`config.mk`:
```
export PLATFORM = sky130hd
export DESIGN_NAME = count_window_accum
export DESIGN_NICKNAME = d
export VERILOG_FILES = /design/src/rtl/count_window_accum.sv
export SDC_FILE = /design/constraint.sdc
export NUM_CORES = 1
export LEC_CHECK = 0
export CORE_MARGIN = 2
export CORE_UTILIZATION = 53
export DETAILED_ROUTE_END_ITERATION = 16
export GPL_TIMING_DRIVEN = 0
export PLACE_DENSITY_LB_ADDON = 0.15
export REMOVE_ABC_BUFFERS = 1
export SETUP_SLACK_MARGIN = 0.1
export SKIP_CTS_REPAIR_TIMING = 1
export SLEW_MARGIN = 5
export SYNTH_ARGS = -nofsm -noshare
export SYNTH_HDL_FRONTEND = slang
export SYNTH_SLANG_ARGS = --single-unit
```
`constraint.sdc`:
```
create_clock -name clk -period 4.95 [get_ports clk]
set_input_delay 1.485 -clock clk [delete_from_list [all_inputs] [get_ports clk]]
set_output_delay 1.485 -clock clk [all_outputs]
set_load 0.01 [all_outputs]
```
`src/rtl/count_window_accum.sv`:
```
// Sums WINDOW consecutive popcount samples (0..4) into one total held on a valid/ready output.
// Optional running-peak tracking is enabled by defining PEAK_TRACK_EN.
module count_window_accum #(
  parameter int unsigned WINDOW = 8,
  parameter int unsigned SUM_W  = 6
) (
  input  logic             clk,
  input  logic             rst,
  input  logic             clear,
  input  logic             in_valid,
  output logic             in_ready,
  input  logic [2:0]       count,
  output logic             out_valid,
  input  logic             out_ready,
  output logic [SUM_W-1:0] sum,
  output logic [2:0]       peak,
  output logic             err
);

  localparam int unsigned CNT_W = 3;
  localparam int unsigned IDX_W = (WINDOW > 2) ? $clog2(WINDOW) : 1;
  localparam logic [CNT_W-1:0] CNT_MAX = CNT_W'(4);

  typedef enum logic {
    ST_ACCUM = 1'b0,
    ST_HOLD  = 1'b1
  } state_e;

  state_e             state_q, state_d;
  logic [SUM_W-1:0]   acc_q, acc_d;
  logic [IDX_W-1:0]   idx_q, idx_d;
  logic [SUM_W-1:0]   sum_q, sum_d;
  logic               err_q, err_d;

  logic               accept_c;
  logic               emit_c;
  logic               last_c;
  logic               illegal_c;
  logic [CNT_W-1:0]   cnt_clamp_c;
  logic [SUM_W-1:0]   acc_sum_c;

  // Out-of-range samples count as the largest legal value.
  assign illegal_c   = (count > CNT_MAX);
  assign cnt_clamp_c = illegal_c ? CNT_MAX : count;
  assign acc_sum_c   = acc_q + SUM_W'(cnt_clamp_c);

  assign accept_c = in_valid & in_ready;
  assign emit_c   = out_valid & out_ready;
  assign last_c   = (idx_q == IDX_W'(WINDOW - 1));

  always_ff @(posedge clk or posedge rst) begin
    if (rst) begin
      state_q <= ST_ACCUM;
    end else begin
      state_q <= state_d;
    end
  end

  always_comb begin
    state_d = state_q;
    if (clear) begin
      state_d = ST_ACCUM;
    end else begin
      case (state_q)
        ST_ACCUM: if (accept_c && last_c) state_d = ST_HOLD;
        ST_HOLD:  if (emit_c)             state_d = ST_ACCUM;
        default:                          state_d = ST_ACCUM;
      endcase
    end
  end

  always_comb begin
    in_ready  = (state_q == ST_ACCUM);
    out_valid = (state_q == ST_HOLD);
  end

  // Window accumulation; sum keeps its last value across clear.
  always_comb begin
    acc_d = acc_q;
    idx_d = idx_q;
    sum_d = sum_q;
    err_d = err_q;
    if (clear) begin
      acc_d = '0;
      idx_d = '0;
      err_d = 1'b0;
    end else if (accept_c) begin
      if (illegal_c) err_d = 1'b1;
      if (last_c) begin
        sum_d = acc_sum_c;
        acc_d = '0;
        idx_d = '0;
      end else begin
        acc_d = acc_sum_c;
        idx_d = idx_q + IDX_W'(1);
      end
    end
  end

  always_ff @(posedge clk or posedge rst) begin
    if (rst) begin
      acc_q <= '0;
      idx_q <= '0;
      sum_q <= '0;
      err_q <= 1'b0;
    end else begin
      acc_q <= acc_d;
      idx_q <= idx_d;
      sum_q <= sum_d;
      err_q <= err_d;
    end
  end

  assign sum = sum_q;
  assign err = err_q;

`ifdef PEAK_TRACK_EN
  logic [CNT_W-1:0] max_q, max_d;
  logic [CNT_W-1:0] peak_q, peak_d;
  logic [CNT_W-1:0] max_fin_c;

  // Running max including the sample being accepted this cycle.
  assign max_fin_c = (cnt_clamp_c > max_q) ? cnt_clamp_c : max_q;

  always_comb begin
    max_d  = max_q;
    peak_d = peak_q;
    if (clear) begin
      max_d = '0;
    end else if (accept_c) begin
      if (last_c) begin
        peak_d = max_fin_c;
        max_d  = '0;
      end else begin
        max_d = max_fin_c;
      end
    end
  end

  always_ff @(posedge clk or posedge rst) begin
    if (rst) begin
      max_q  <= '0;
      peak_q <= '0;
    end else begin
      max_q  <= max_d;
      peak_q <= peak_d;
    end
  end

  assign peak = peak_q;
`else
  assign peak = 3'd0;
`endif

endmodule

```
==> impl_summary.md <==
Route
The count of nets left with antenna violations once routing finished came out at 0. The first routing iteration left 3 violations. The average vias per placed instance is 5.05. The routed length per instance is 11.6 µm. The number of detailed-route iterations in the first pass is 2.

The post-detailed-route DRC marker count is 0. The total detailed-routing wirelength is 1530 µm. The routed layout has 661 vias.

Synthesis
In the synthesized netlist, mux cells make up 3.72% of the area. Of the synthesized area, sequential elements account for 45.2%. Of the total synthesized cell area, the portion taken by XOR and XNOR cells is 4.65%. The synthesized area divided by synthesized cell count is 10.2 µm².

The largest family of logic cells by synthesized area is simple AND/OR/NAND/NOR gates. The arithmetic-cell share of the synthesized area counting full adders, half adders and majority gates is 8.76%. The count of unique library cells instantiated by Yosys is 32.

The number of warnings issued by yosys is 0. The flip-flop and latch count after synthesis is 17. In the post-synthesis netlist, the biggest area contributors are sky130_fd_sc_hd__dfrtp_1 (45%), sky130_fd_sc_hd__ha_1 (6.6%), sky130_fd_sc_hd__xor2_1 (4.6%).

In this run the cell area of the synthesized design comes to 942 µm². Synthesis produced 92 cells. The portion of synthesized cell area occupied by the leading cell type is 45.2%. The biggest area contributor in the post-synthesis netlist is sky130_fd_sc_hd__dfrtp_1.

Summing the areas of all compound-gate instances in the mapped netlist gives 11.8% of the synthesized area. Summing the areas of all and, or, nand and nor instances in the mapped netlist gives 17.4% of the synthesized area.

Global route
The number of global-route vias before repair is 633. The global route total overflow is 0. Entering global routing, the biggest net connects 18 pins.

Global routing consumed, over all layers together, 17.7% of the routing resources. The first-pass GRT wire length is 2570 µm. The initial antenna violation count came to 0.

Die
The die span in x is 46.2 µm. Pin placement for this block handled 20 I/O pins. Measured along the y axis, the die boundary spans 46.2 µm. In this run the standard cell core region covers 0.00171 mm². After floorplanning, the core was divided into 15 placement rows. The die covers 0.00213 mm².

The initial utilization of the core area, before any placement, comes to 55.2%.

Worst setup path
The largest fanout of any net on the critical path is 4. The cell family contributing the most delay on the critical path is simple AND/OR/NAND/NOR gates. The worst path buffer plus inverter count is 2. The category of the worst setup path capture point is a flip-flop. The slowest stage of the critical path belongs to the cell sky130_fd_sc_hd__clkdlybuf4s50_1.

The critical path is of the input port to flip-flop type. The critical path launch point type is an input port. Walking the worst path, the cells encountered are clkdlybuf4s50_1 > nand2b_1 > inv_1 > ha_1 > a211o_1 > nand4_1 > or4_1 > a31oi_1. Data on the critical path arrives at its endpoint at 3.45 ns. The delay of the slowest critical-path stage is 0.52 ns. The required time of the critical path is 5.15 ns.

Run status
The run finished with clean final reports.

Cells and area
Compared with the post-synthesis result, the final layout area differs by 17.8%. The antenna cell count is 0. Once layout is done, the placed cells without fillers occupy 0.00111 mm². Of the cells placed in the final design, the portion with a size suffix greater than 1 is 10.4%. The net count reported at finish is 121.

Timing
The worst path needs 3.25 ns of the cycle, external delays included. The fraction of the cycle the final worst path needs is 65.6%. The count of pins over their slew limit is 0.

The setup TNS after final layout is 0 ns. The hold violation count in the final report is 0. The worst slew slack as a fraction of its limit is 58.4%.

Setup violations remaining at the end of the flow were counted as 0. Setup repair after global routing left no endpoint under its margin. The maximum clock skew at final layout is 0.00705 ns. The fmax is 0.308 GHz. For the pin with the worst max-slew slack, the measured transition is 0.623 ns.

Clock tree
The cell sitting at the root of the clock tree is a sky130_fd_sc_hd__clkbuf_4. The clock tree buffer depth is 2. The total number of H-tree levels is 1.

TritonCTS built the clock tree. After clock tree synthesis, the clock-pin slew on the worst setup and hold paths is 0.10 ns. Counting every sink on the clock net gives 17.

The clock latency at the later pin of the worst-skew pair is 0.29 ns. The number of buffers added by the clock tree synthesis step is 3.

Power and ir drop
In this run the power spent charging and discharging nets is 0.0000667 W. The worst-case vdd ir drop is 0.000204 V. The cell area power density is 232 mW/mm². The fraction of power spent switching nets is 25.9%.

The total leakage power is 0.508 nW. The relative contribution of combinational cells to total power is 14.5%. Overall power consumption after layout is estimated at 0.000258 W. The power share of the sequential group is 56.6%. The cell-internal power is 0.000191 W. The clock network accounts for 29.0% of the total power.

Placed design
Buffers placed on the I/O ports in this run total 16. The sum of net half-perimeters after detailed placement is 1150 µm. After detailed placement, the total cell area comes to 0.00108 mm². The final weighted congestion in routability-driven placement is 0.734.

Job
The max-cap check violation count is 0.

Min path
The type of the most critical hold path is flip-flop to flip-flop.
power by group through the flow:
stage | sequential (W) | clock (W) | combinational (W)
2_1_floorplan | 0.000148 | 0 | 0.0000237
3_3_place_gp | 0.000148 | 0 | 0.0000362
3_5_place_dp | 0.000149 | 0 | 0.0000378
4_1_cts | 0.000146 | 0.0000770 | 0.0000379
5_1_grt | 0.000146 | 0.0000861 | 0.0000421
6_report | 0.000146 | 0.0000748 | 0.0000373
area by class of cell:
type	instances	area [µm²]
clock buffer	4	26.3
timing repair buffer	16	160
tap	25	31.3
sequential	17	425
fill	154	598
multi-input combinational	64	448
inverter	5	18.8
through the flow:
stage               util, %  worst slack [ns]  std cells  hold WS (ns)
floorplan                 -              2.08         86         0.487
global placement       63.4              1.47        127         0.460
detailed placement     63.4              1.40        127         0.466
CTS                    65.0              1.70        131         0.490
global route           65.0              1.59        131         0.502
finish                 65.0              1.70        131         0.483
routing by layer:
layer	vias to the layer above	wire, µm	GRT usage [%]
met5	-	0	0
met4	0	23	8.57
met3	4	49	4.71
met2	11	755	31.1
met1	311	697	19.4
li1	335	-	-
cells by family (layout without fill, tap and decap cells):
family,after synthesis,in the layout
flip-flops,17,17
buffers and inverters,13,25
other,1,3
adder cells (fa/ha/maj),6,6
AO/OA/AOI/OAI,17,17
AND/OR/NAND/NOR,30,30
multiplexers,3,3
XOR/XNOR,5,5
cells in the final DEF (no fill, tap or decap), types with 4 or more instances in the layout:
master	count
sky130_fd_sc_hd__a21oi_1	5
sky130_fd_sc_hd__clkdlybuf4s50_1	16
sky130_fd_sc_hd__dfrtp_1	17
sky130_fd_sc_hd__ha_1	5
sky130_fd_sc_hd__inv_1	5
sky130_fd_sc_hd__nand2_1	7
sky130_fd_sc_hd__nor2_1	9
sky130_fd_sc_hd__o21ai_2	4
sky130_fd_sc_hd__xor2_1	5
synth_stat cells:
| cell type | n |
|---|---|
| sky130_fd_sc_hd__clkbuf_1 | 2 |
| sky130_fd_sc_hd__nor3b_1 | 1 |
| sky130_fd_sc_hd__buf_4 | 3 |
| sky130_fd_sc_hd__or3b_4 | 1 |
| sky130_fd_sc_hd__or4_1 | 2 |
| sky130_fd_sc_hd__a21oi_1 | 5 |
| sky130_fd_sc_hd__o21ai_1 | 1 |
| sky130_fd_sc_hd__buf_6 | 2 |
| sky130_fd_sc_hd__nor3_1 | 2 |
| sky130_fd_sc_hd__or2_2 | 1 |
| sky130_fd_sc_hd__fa_1 | 1 |
| sky130_fd_sc_hd__inv_1 | 5 |
| sky130_fd_sc_hd__nand2_1 | 7 |
| sky130_fd_sc_hd__xor2_1 | 5 |
| sky130_fd_sc_hd__a211o_1 | 1 |
| sky130_fd_sc_hd__conb_1 | 1 |
| sky130_fd_sc_hd__mux2i_1 | 2 |
| sky130_fd_sc_hd__nand4_1 | 1 |
| sky130_fd_sc_hd__o21ai_0 | 3 |
| sky130_fd_sc_hd__nand2b_4 | 1 |
| sky130_fd_sc_hd__nand3b_1 | 2 |
| sky130_fd_sc_hd__ha_1 | 5 |
| sky130_fd_sc_hd__nand2b_1 | 1 |
| sky130_fd_sc_hd__o31ai_1 | 1 |
| sky130_fd_sc_hd__dfrtp_1 | 17 |
| sky130_fd_sc_hd__nor2b_1 | 2 |
| sky130_fd_sc_hd__a31oi_1 | 1 |
| sky130_fd_sc_hd__buf_2 | 1 |
| sky130_fd_sc_hd__o41ai_1 | 1 |
| sky130_fd_sc_hd__nor2_1 | 9 |
| sky130_fd_sc_hd__mux2_4 | 1 |
| sky130_fd_sc_hd__o21ai_2 | 4 |
state kept, by name, indices dropped and copies added (netlist names):
name / cells
acc_q: 6
out_valid: 1
sum: 6
err: 1
idx_q: 3
tightest hold or removal path: stages, from the launching register on:
cell,delay (ns)
sky130_fd_sc_hd__dfrtp_1,0.35
sky130_fd_sc_hd__nand2_1,0.06
sky130_fd_sc_hd__o21ai_2,0.05
path summary, 6_finish.rpt:
path | startpoint | end | slack [ns] | cells after the start
setup / recovery | count[2] | acc_q[5] | 1.70 | 8
hold / removal | sum[1] | sum[1] | 0.48 | 2
setup reg to reg | idx_q[0] | sum[0] | 3.12 | 4
hold reg to reg | sum[1] | sum[1] | 0.48 | 2
max in group asynchronous | rst | acc_q[3] | 2.98 | 2
min in group asynchronous | rst | idx_q[2] | 1.56 | 2
(Power assumes the default switching activity.)
==> variant 1 (same flow settings) <==
Register the output `err` once more; this adds one clock of latency there. The other outputs are not delayed to match.
--- a/src/rtl/count_window_accum.sv
+++ b/src/rtl/count_window_accum.sv
@@ -112,7 +112,9 @@
   end
 
   assign sum = sum_q;
-  assign err = err_q;
+  always_ff @(posedge clk) begin
+    err <= err_q;
+  end
 
 `ifdef PEAK_TRACK_EN
   logic [CNT_W-1:0] max_q, max_d;
Behaviour: not the same (a bounded check fails within 4 cycles, from zero or initial values and one cycle with rst high).
==> variant 1 against the unedited design <==
- power increased by 10%
- sequential cell count increased by 1
- worst hold slack got worse by 0.091 ns
- synthesized cell count increased by 1.1%
- global-route usage increased by 0.062 points
- wire length increased by 1.2%
- area after synthesis increased by 2.1%
- count of clock-buffer cells in the layout unchanged
- worst setup slack improved by 0.047 ns
- final area increased by 2.7%
- sequential share of layout area increased by 0.75 points
==> variant 1: results <==
[synth]
yosys-top-cells-area = "dfrtp_1 (44%), ha_1 (6.5%), xor2_1 (4.6%)"
synth_commonest_cells = "dfrtp_1 (17), nor2_1 (9), nand2_1 (7)"
ys_seq_area_share_pct = 46.3
yosysUniqueCellTypes = 33
async_reset_ff_share_pct = 94.4
synth-adder-area-share_pct = 8.58
post_synth_mux_area_share_pct = 3.64
synthXorXnorAreaFrac_pct = 4.55
synth_compound_area_share_pct = 11.6

[setup_path]
crit_path_max_fanout = 4
r2r-end = "sum[0]$_DFFE_PP0P_"
reg2reg_slack_ns = 3.15
rr_startpoint = "idx_q[0]$_DFFE_PP0P_"
crit_family = "simple AND/OR/NAND/NOR gates"
critical_path_arrival_ns = 3.42

[timing]
worstMarginPinSlew_ns = 0.648
finClkSkew_ns = 0.00518

[min_path]
hp-start = "err_q$_DFFE_PP0P_"
hold_depth = 0
hold_class = "reg2reg"
whs_endpoint = "err$_DFF_P_"

[routing]
drt-met1-wl_um = 754
drt_iter0_drc = 10
wl_per_cell_um = 11.7
met3_length_um = 55
top_layer = "met4"
vias_per_cell = 5.12

[layout]
nFillCells = 141
final_nets = 122
drive_gt1_share_pct = 11.2

[global_route]
gr-usage-all-layers_pct = 17.7
grt.met1_usage_pct = 22.0
use_met2_pct = 27.5
grt_pass1_vias = 632
grt_pass1_wl_mm = 2.63

[power_and_ir_drop]
power_sequential_w = 0.000155
switching_share_pct = 24.8
p_leak_nw = 0.523
ir_drop_uv = 163

[place]
place_hpwl_mm = 1.13
place.gp.congestion = 0.719

[run_status]
outcome = "finished clean"
[variant 1: cell count changes after synthesis, sizes merged]
cell | unedited run | this run
dfxtp | 0 | 1
[variant 1: how the worst max path moves through the flow]
stage | from | endpoint | slack, ns | depth (start not counted)
2_1_floorplan | count[0] | acc_q[4]$_DFFE_PP0P_ | 2.08 | 8
3_3_place_gp | count[2] | acc_q[5]$_DFFE_PP0P_ | 1.47 | 8
3_5_place_dp | count[2] | acc_q[5]$_DFFE_PP0P_ | 1.43 | 8
4_1_cts | count[2] | acc_q[5]$_DFFE_PP0P_ | 1.75 | 8
5_1_grt | count[2] | acc_q[5]$_DFFE_PP0P_ | 1.62 | 8
6_report | count[2] | acc_q[5]$_DFFE_PP0P_ | 1.75 | 8
[variant 1: area by class of cell]
cell class                 instances  area share (%)
clock buffer                       4            3.18
inverter                           5            1.65
multi-input combinational         64            39.3
sequential                        18            39.1
tap                               25            2.74
timing repair buffer              16            14.1
[variant 1: worst register-to-register path, cell delays in order, from the launching register on]
cell	delay [ns]
dfrtp_1	0.38
ha_1	0.15
ha_1	0.32
or3b_4	0.52
mux2_4	0.33
[variant 1: cell families after synthesis]
group / Yosys count
AOI/OAI and AO/OA: 17
and+or+nand+nor: 30
adders and majority gates: 6
other: 1
xor gates and xnor gates: 5
muxes: 3
DFF: 18
buffers and inverters: 13
[variant 1: through the flow]
step                      hold WS [ns]  area, µm²  setup WS [ns]  cells  power [W]
final                            0.392       1140           1.75    132   0.000284
after global routing             0.419       1140           1.62    132   0.000298
after CTS                        0.395       1140           1.75    132   0.000287
after detailed placement         0.364       1100           1.43    128   0.000195
after global placement           0.361       1100           1.47    128   0.000194
after floorplan                  0.348        912           2.08     87   0.000181
==> variant 2 (same flow settings) <==
Made on the original files. The option `PEAK_TRACK_EN` is turned on by a define.
--- a/src/rtl/count_window_accum.sv
+++ b/src/rtl/count_window_accum.sv
@@ -1,5 +1,7 @@
 // Sums WINDOW consecutive popcount samples (0..4) into one total held on a valid/ready output.
 // Optional running-peak tracking is enabled by defining PEAK_TRACK_EN.
+`define PEAK_TRACK_EN
+
 module count_window_accum #(
   parameter int unsigned WINDOW = 8,
   parameter int unsigned SUM_W  = 6
Behaviour: not the same (a bounded check fails within 10 cycles, from zero or initial values and one cycle with rst high).
==> variant 2 against the unedited design <==
- non-clock buffer count is 3 higher
- fmax is 8.1% lower
- wire length is 54% higher
- combinational power is 50% higher
- area after synthesis is 27% higher
- critical path depth is 1 lower
- sequential cell count is 6 higher
- global-route usage is 1.7 points higher
- final area is 29% higher
- power is 31% higher
- worst setup slack worse by 0.29 ns
- highest routed layer unchanged
==> variant 2: results <==
[timing]
finClkSkew_ns = 0.00590
worstMarginPinSlew_ns = 0.869
hold_ws_ns = 0.511

[layout]
final_nets = 149
finalNonFillerCells = 159
nFillCells = 186
drive_gt1_share_pct = 9.92

[clocking]
clk-insertion-delay-late_ns = 0.31
clk_pin_slew_ns = 0.12

[min_path]
hp-start = "err$_DFFE_PP0P_"

[routing]
wirelength_mm = 2.34
vias_per_cell = 5.60

[power_and_ir_drop]
ir_drop_uv = 180
switching_share_pct = 26.7
p_leak_nw = 0.680
power_sequential_w = 0.000198
comb_power_share_pct = 16.5

[setup_path]
reg2regPathDepth = 5
slowest_delay_ns = 0.55
r2r-end = "acc_q[3]$_DFFE_PP0P_"
crit_path_max_fanout = 7
reg2reg_slack_ns = 3.02
critPathCapture = "peak[0]$_DFFE_PP0P_"

[place]
placed_area_um2 = 1410
place.gp.congestion = 0.805
pre_cts_slack_ns = 1.09
port_buffers = 19
place_hpwl_mm = 1.68

[global_route]
gr-usage-all-layers_pct = 19.4
grt_pass1_wl_mm = 3.74

[run_status]
outcome = "finished clean"

[synth]
synth.avg_cell_area_um2 = 10.9
yosysUniqueCellTypes = 31
yosys-top-cells-area = "dfrtp_1 (48%), ha_1 (8.3%), a21oi_1 (4.6%)"
ys_seq_area_share_pct = 47.9
-- variant 2: cell type report --
type,instances,area (µm²),area share (%)
Timing Repair Buffer,19,190,13.3
Clock inverter,1,5.00,0.349
Multi-Input combinational cell,76,573,39.9
Sequential cell,23,576,40.1
Clock buffer,3,22.5,1.57
Tap cell,28,35.0,2.44
Inverter,9,33.8,2.35
-- variant 2: cells by family after synthesis --
kind of cell / after synthesis / synth area share, %
flops: 23 / 47.9
fa+ha+maj: 9 / 10.0
xor+xnor: 4 / 2.92
compound gates: 29 / 15.3
buf+inv: 11 / 4.37
simple gates: 27 / 13.3
mux: 7 / 6.15
-- variant 2: metal layers --
metal | track usage [%] | wire (µm) | share of wire (%)
met5 | 0 | 0 | 0
met2 | 34.0 | 1230 | 53
met1 | 23.5 | 1010 | 43
met4 | 9.21 | 48 | 2.0
met3 | 2.59 | 49 | 2.1
